--- src/rtl/axi4_frame_reader_pkg.sv ---
// Shared types and constants for the AXI4 frame reader.
// FSM encodings, fixed AR attributes and burst geometry.
package axi4_frame_reader_pkg;

    typedef enum logic [1:0] {
        IDLE  = 2'd0,
        CHECK = 2'd1,
        ADDR  = 2'd2,
        DATA  = 2'd3
    } state_t;

    localparam logic [2:0] AXI_ARSIZE  = 3'b011;
    localparam logic [1:0] AXI_ARBURST = 2'b01;
    localparam logic [3:0] AXI_ARCACHE = 4'b0011;
    localparam logic [2:0] AXI_ARPROT  = 3'b000;
    localparam logic [1:0] RRESP_OKAY  = 2'b00;

    localparam int BURST_BYTES = 128;

endpackage

--- src/rtl/axi_rd_beat_checker.sv ---
// Counts accepted read beats and flags protocol/response errors.
// burst_end fires on RLAST or on the final expected beat, whichever first.
module axi_rd_beat_checker
    import axi4_frame_reader_pkg::*;
#(
    parameter int BURST_LEN = 16
) (
    input  logic       clk,
    input  logic       rst,
    input  logic       clr,
    input  logic       beat,
    input  logic       rlast,
    input  logic [1:0] rresp,
    output logic       burst_end,
    output logic       beat_err
);

    logic [7:0] beat_cnt;
    logic       final_beat;

    assign final_beat = (beat_cnt == 8'(BURST_LEN - 1));
    assign burst_end  = beat && (rlast || final_beat);

    // Early RLAST and missing RLAST both show up as rlast != final_beat.
    assign beat_err = beat &&
        ((rresp != RRESP_OKAY) || (rlast != final_beat));

    always_ff @(posedge clk or posedge rst) begin
        if (rst) begin
            beat_cnt <= '0;
        end else if (clr) begin
            beat_cnt <= '0;
        end else if (beat) begin
            beat_cnt <= beat_cnt + 8'd1;
        end
    end

endmodule

--- src/rtl/axi4_frame_reader.sv ---
// Reads one frame from DDR as 128-byte AXI4 INCR bursts, one in flight,
// throttled by downstream FIFO fullness.
module axi4_frame_reader
    import axi4_frame_reader_pkg::*;
#(
    parameter int AXI_ADDR_WIDTH = 32,
    parameter int AXI_DATA_WIDTH = 64,
    parameter int BURST_LEN      = 16,
    parameter int FRAME_BYTES    = 614400
) (
    input  logic                      clk_100Mhz,
    input  logic                      rst,
    input  logic                      frame_start,
    input  logic [AXI_ADDR_WIDTH-1:0] FRAME_BASE_ADDR,
    output logic [AXI_ADDR_WIDTH-1:0] ARADDR,
    output logic                      ARVALID,
    input  logic                      ARREADY,
    output logic [7:0]                ARLEN,
    output logic [2:0]                ARSIZE,
    output logic [1:0]                ARBURST,
    output logic [3:0]                ARCACHE,
    output logic [2:0]                ARPROT,
    input  logic [AXI_DATA_WIDTH-1:0] RDATA,
    input  logic                      RVALID,
    output logic                      RREADY,
    input  logic                      RLAST,
    input  logic [1:0]                RRESP,
    output logic [AXI_DATA_WIDTH-1:0] o_data,
    output logic                      o_valid,
    input  logic                      i_prog_full,
    output logic                      frame_busy,
    output logic                      frame_done,
    output logic                      o_rd_err,
    output logic [1:0]                state,
    output logic [AXI_ADDR_WIDTH-1:0] ADDR_OFFSET
);

    localparam logic [AXI_ADDR_WIDTH-1:0] STEP =
        AXI_ADDR_WIDTH'(BURST_BYTES);
    localparam logic [AXI_ADDR_WIDTH-1:0] FRAME_END =
        AXI_ADDR_WIDTH'(FRAME_BYTES);
    localparam logic [AXI_ADDR_WIDTH-1:0] ALIGN_MASK =
        ~AXI_ADDR_WIDTH'(BURST_BYTES - 1);

    state_t                    st;
    state_t                    st_nxt;
    logic [AXI_ADDR_WIDTH-1:0] base_q;
    logic                      start_ok;
    logic                      rd_beat;
    logic                      ar_hs;
    logic                      burst_end;
    logic                      beat_err;
    logic                      last_burst;

    assign ARLEN   = 8'(BURST_LEN - 1);
    assign ARSIZE  = AXI_ARSIZE;
    assign ARBURST = AXI_ARBURST;
    assign ARCACHE = AXI_ARCACHE;
    assign ARPROT  = AXI_ARPROT;

    assign ARVALID    = (st == ADDR);
    assign RREADY     = (st == DATA);
    assign frame_busy = (st != IDLE);
    assign state      = st;
    assign ARADDR     = base_q + ADDR_OFFSET;

    assign start_ok   = (st == IDLE) && frame_start;
    assign rd_beat    = RVALID && RREADY;
    assign ar_hs      = ARVALID && ARREADY;
    assign last_burst = (ADDR_OFFSET + STEP) == FRAME_END;

    axi_rd_beat_checker #(
        .BURST_LEN (BURST_LEN)
    ) u_chk (
        .clk       (clk_100Mhz),
        .rst       (rst),
        .clr       (ar_hs),
        .beat      (rd_beat),
        .rlast     (RLAST),
        .rresp     (RRESP),
        .burst_end (burst_end),
        .beat_err  (beat_err)
    );

    always_ff @(posedge clk_100Mhz or posedge rst) begin
        if (rst) begin
            st <= IDLE;
        end else begin
            st <= st_nxt;
        end
    end

    always_comb begin
        st_nxt = st;
        unique case (st)
            IDLE:  if (frame_start) st_nxt = CHECK;
            CHECK: if (!i_prog_full) st_nxt = ADDR;
            ADDR:  if (ARREADY) st_nxt = DATA;
            DATA:  if (burst_end) st_nxt = last_burst ? IDLE : CHECK;
            default: st_nxt = IDLE;
        endcase
    end

    always_ff @(posedge clk_100Mhz or posedge rst) begin
        if (rst) begin
            base_q      <= '0;
            ADDR_OFFSET <= '0;
            o_data      <= '0;
            o_valid     <= 1'b0;
            frame_done  <= 1'b0;
            o_rd_err    <= 1'b0;
        end else begin
            o_valid    <= rd_beat;
            frame_done <= burst_end && last_burst;
            if (rd_beat) begin
                o_data <= RDATA;
            end
            if (start_ok) begin
                base_q      <= FRAME_BASE_ADDR & ALIGN_MASK;
                ADDR_OFFSET <= '0;
                o_rd_err    <= 1'b0;
            end else begin
                if (beat_err) begin
                    o_rd_err <= 1'b1;
                end
                if (burst_end && !last_burst) begin
                    ADDR_OFFSET <= ADDR_OFFSET + STEP;
                end
            end
        end
    end

endmodule

--- config.mk ---
export PLATFORM = sky130hd
export DESIGN_NAME = axi4_frame_reader
export DESIGN_NICKNAME = d
export VERILOG_FILES = /design/src/rtl/axi4_frame_reader_pkg.sv /design/src/rtl/axi_rd_beat_checker.sv /design/src/rtl/axi4_frame_reader.sv
export SDC_FILE = /design/constraint.sdc
export NUM_CORES = 1
export LEC_CHECK = 0
export ABC_AREA = 1
export BUFFER_PORTS_ARGS = -buffer_cell sky130_fd_sc_hd__buf_2
export CAP_MARGIN = 20
export CELL_PAD_IN_SITES_DETAIL_PLACEMENT = 0
export CELL_PAD_IN_SITES_GLOBAL_PLACEMENT = 1
export CORE_MARGIN = 2
export CORE_UTILIZATION = 35
export DETAILED_ROUTE_END_ITERATION = 7
export PLACE_DENSITY = 0.88
export REMOVE_ABC_BUFFERS = 1
export SLEW_MARGIN = 10
export SYNTH_ARGS = -nofsm -noshare
export SYNTH_HDL_FRONTEND = slang
export SYNTH_SLANG_ARGS = --single-unit
--- constraint.sdc ---
create_clock -name clk_100Mhz -period 7.5 [get_ports clk_100Mhz]
set_clock_uncertainty 0.05 [all_clocks]
set_input_delay 0.75 -clock clk_100Mhz [delete_from_list [all_inputs] [get_ports clk_100Mhz]]
set_output_delay 0.75 -clock clk_100Mhz [all_outputs]
set_load 0.03 [all_outputs]
* Yosys cells after proc, flatten, opt, wreduce, memory -nomap -nowiden
Cells that the tools add are included.
** Cells by class
- $add $sub $neg :: 3
- Equal/unequal tests :: 10
- Multiplexer cells :: 12
- Reductions and logical operators :: 17
** Operators with widths (count)
- 32-bit 2-to-1 mux :: 2
- 32-bit adder :: 1
- 32-bit by 8-bit adder with 32-bit output, second input constant :: 1
- 32-bit by 20-bit equality test with 1-bit output, second input constant :: 1
- 8-bit 2-to-1 mux :: 2
- 2-bit nonzero test :: 5
- 8-bit by 1-bit adder with 8-bit output, second input constant :: 1
- 8-bit by 4-bit equality test with 1-bit output, second input constant :: 1
- 2-bit 2-to-1 mux :: 4
- 2-bit one-hot mux with 4 select lines :: 1
- 1-bit logical AND :: 7
- 2-bit equality test, second input constant :: 2
- 2-bit by 1-bit != test with 1-bit output, second input constant :: 2
- 2-bit != test, second input constant :: 2
- 4-bit AND reduction :: 1
- 1-bit 2-to-1 mux :: 3
- 2-bit by 1-bit equality test with 1-bit output, second input constant :: 1
- 2-bit zero test :: 1
- 1-bit logical OR :: 2
- 1-bit zero test :: 1
- 1-bit != test :: 1
** Storage, ports and cells
- Flip-flop bits (word level) :: 134
- Input bits :: 105
- Word-level logic and storage cells :: 50

* Longest topological paths before layout
- Depth in word-level cells :: 6
- Depth in mapped cells :: 15
- Mapped depth without buffers :: 14

* Cells and area by module
From an unflattened synthesis, not the netlist that was laid out.
** Second synthesis, totals
- Cell total of the unflattened synthesis :: 1011
- Area total of the unflattened synthesis :: 7509.7 um^2
** By module, submodules not included
- axi4_frame_reader :: instances 1, cells an instance 944, area an instance 7023.0 um^2
- axi_rd_beat_checker :: instances 1, cells an instance 67, area an instance 486.7 um^2

* Worst setup path after synthesis
OpenSTA, ideal clock, no wires.
- Path kind :: register to output
- Start :: register ADDR_OFFSET[7]
- End :: output ARADDR[27]
- Data arrival time :: 2608 ps
- Required time :: 6700 ps
- Slack :: 4092 ps
- Cell stages (with the launch flop) :: 10
- Cells stage by stage :: dfrtp_1 > ha_1 > fa_1 > nand3_1 > nand2_1 > a21oi_1 > o21ai_0 > a21boi_0 > o21bai_1 > xor2_1
** Between the ends
- Cells in the longest elaborated chain, start to end :: 1
** Ends and longest elaborated chain
- start, declared :: RTL line axi4_frame_reader.sv:35 : output logic [AXI_ADDR_WIDTH-1:0] ADDR_OFFSET
- start signal, assigned :: RTL line axi4_frame_reader.sv:127 : ADDR_OFFSET <= ADDR_OFFSET + STEP;
- 32-bit adder :: RTL line axi4_frame_reader.sv:65 : assign ARADDR = base_q + ADDR_OFFSET;
- end, declared :: RTL line axi4_frame_reader.sv:15 : output logic [AXI_ADDR_WIDTH-1:0] ARADDR,
Every way passes these cells.

* Worst setup path after layout
- Start :: register ADDR_OFFSET[7]
- End :: output ARADDR[31]
The elaborated chain is that of the path after synthesis.

==> flow_metrics.py <==
metrics = {
    "placement": {
        "dp.final_hpwl_mm": 14.87,
        "pre_cts_ws_ps": 3793,
        "gp_congestion": 0.8812,
        "io_buffers": 219,
    },
    "die": {
        "core_area_mm2": 0.02036,
        "start_util": 0.3586,
        "io_pins": 261,
        "rows": 52,
        "die_width_um": 148.5,
        "die_y_um": 148.5,
        "die-area_mm2": 0.02204,
    },
    "grt": {
        "grt_pass1_wl_mm": 33.27,
        "gr-usage-all-layers": 0.1874,
        "first_global_vias": 6764,
        "gr-total-overflow": 0,
        "antenna_found_initial": 0,
        "grt_max_degree": 77,
    },
    "synthesis": {
        "syn_inst": 976,
        "synthArstFlopShare": 1.000,
        "ys.warnings.count": 0,
        "yosys.area.top_type_share": 0.4352,
        "yosysTopAreaCell": "dfrtp_1",
        "syn_avg_cell_area_um2": 7.483,
        "ys_types": 37,
        "ys_ff_latch": 127,
        "yosysSeqAreaShare": 0.4352,
        "synthesis.area_mm2": 0.007303,
        "synth_flop_cell": "dfrtp_1",
        "synth-edff-count": 0,
        "synth.area.top_cells": "dfrtp_1 44%, nand2_1 22%, ha_1 5.5%, nor2_1 3.6%, buf_4 3.5%",
    },
    "worst_setup_path": {
        "path_max_fanout": 10,
        "crit_required_ps": 6700,
        "crit_path_end_kind": "primary output",
        "reg2reg_depth": 13,
        "cp.arrival_ps": 3310,
        "critPathLaunchType": "register",
        "path_class": "register to primary output",
    },
    "power": {
        "finalPower_mw": 3.454,
        "p_seq_frac": 0.316,
        "vdd_drop_max_mv": 0.2142,
        "power_frac_clock": 0.238,
        "p_leak_nw": 5.183,
        "swShare": 0.4686,
        "p_int_mw": 1.836,
        "p_switching_mw": 1.618,
        "powerDensity_mw_per_mm2": 379.5,
        "combinationalPowerShare": 0.446,
    },
    "cells_and_area": {
        "diodes": 0,
        "final_common_cell": "nand2_1",
        "layout_common_cells": "423 x nand2_1, 219 x buf_2, 127 x dfrtp_1",
        "drive_gt1_frac": 0.2233,
        "syn_to_final_growth_pct": 24.62,
        "final_net_count": 1325,
    },
    "route": {
        "drtIter0Drc": 233,
        "post_drt_wl_per_cell_um": 13.86,
        "drtPass1Iterations": 4,
        "detail_route.vias_per_cell": 4.639,
        "routed_wl_mm": 20.37,
        "drtAntennaViolNets": 0,
        "vias": 6820,
        "drc": 0,
    },
    "clocking": {
        "cts_buffer_depth": 2,
        "h-tree-depth": 4,
        "cts_buffers": 17,
        "cts.clk_slew.worst_paths_ps": 60,
        "hold_buffers": 0,
        "cts_root_buffer": "clkbuf_16",
        "numClockSinks": 127,
        "clk_latency_ps": 420,
        "cts_resized": 0,
        "cts_setup_buffers": 0,
        "cts_tree": "done",
    },
    "sta": {
        "fin_crit_sh": 0.5476,
        "tightest_slew_ps": 865.2,
        "slew_headroom": 0.4232,
        "setup_viol": 0,
        "rsz0062_at_grt": "no",
        "max_freq_ghz": 0.2435,
        "finalSetupTns_ps": 0,
        "setup_slack_ps": 3393,
        "final-hold-violation-count": 0,
        "min_period_ps": 4107,
        "finalMaxSlewViolations": 0,
    },
    "status": {
        "status": "finished, final reports clean",
    },
    "worst_hold_path": {
        "hp-class": "input pin to asynchronous set/reset pin",
    },
    "job": {
        "drv_cap": 0,
    },
}
==> critical path: stages, from the launching register on <==
cell,delay (ps)
dfrtp_1,520
ha_1,350
fa_1,430
nand3_1,90
nand2_1,110
a21boi_0,490
inv_1,120
nand3_1,100
nand3_1,150
nand3_1,110
nand2_1,80
xor2_1,130
buf_2,210
==> routing by layer <==
metal  part of all wire  vias up  global-route usage
li1                   -     3464                   -
met1               0.43     3107              0.2263
met2               0.48      223              0.3225
met3              0.081       26             0.05920
met4              0.014        0             0.05333
met5                  0        -                   0
==> power by group through the flow <==
stage               Combinational (mW)  Clock, mW  Sequential [mW]
floorplan                        0.753          0             1.42
global placement                  1.54          0             1.09
detailed placement                1.56          0             1.09
global route                      1.69      0.875             1.13
CTS                               1.56      0.842             1.09
finish                            1.54      0.823             1.09
==> synthesized netlist by cell type, drive strengths merged, types with 5 or more instances <==
library cell / instances
a21oi: 31
buf: 44
clkbuf: 20
nand2: 427
nor2: 74
nand3: 50
a21o: 5
nand3b: 5
nor3: 7
ha: 32
xor2: 22
o21ai: 16
dfrtp: 127
nand4: 29
inv: 55
xnor2: 11
==> state kept, by name (all words and copies together) (netlist names) <==
signal,flops
o_valid,1
o_data,64
ADDR_OFFSET,25
frame_done,1
base_q,25
state,2
u_chk.beat_cnt,8
o_rd_err,1
==> per-stage QoR <==
stage / area, um^2 / cells / hold slack [ps] / util
floorplan: 7038 / 944 / 402.8 / -
global placement: 8512 / 1437 / 407.4 / 0.4180
detailed placement: 8512 / 1437 / 409.2 / 0.4180
CTS: 9086 / 1469 / 426.6 / 0.4462
global route: 9101 / 1470 / 441.3 / 0.4469
finish: 9101 / 1470 / 420.4 / 0.4469
==> cell type report <==
| type | instances | area (um^2) |
|---|---|---|
| Timing Repair Buffer | 224 | 1141 |
| Clock inverter | 14 | 145.1 |
| Sequential cell | 127 | 3178 |
| Tap cell | 270 | 337.8 |
| Clock buffer | 18 | 429.2 |
| Fill cell | 2100 | 11260 |
| Inverter | 57 | 216.5 |
| Multi-Input combinational cell | 760 | 3654 |
==> logic make-up (layout without fill, tap and decap cells) <==
logic type	count (synthesis)	in the layout	synth area share
simple gates	594	594	0.3327
buf+inv	121	313	0.08206
other cells	2	34	0.001028
compound gates	66	66	0.05191
fa+ha+maj	33	33	0.05756
xor+xnor	33	33	0.03957
flops	127	127	0.4352
==> final timing paths <==
path                                 from               to  slack [ps]
max in group asynchronous             rst       o_data[32]        5590
setup reg to reg           ADDR_OFFSET[7]  ADDR_OFFSET[29]        4450
setup / recovery           ADDR_OFFSET[7]       ARADDR[31]        3390
hold / removal                        rst       o_data[28]         420
hold reg to reg                o_data[50]       o_data[50]         420
min in group clk_100Mhz        o_data[50]       o_data[50]         420
No activity file was read; power rests on OpenSTA's default activity.
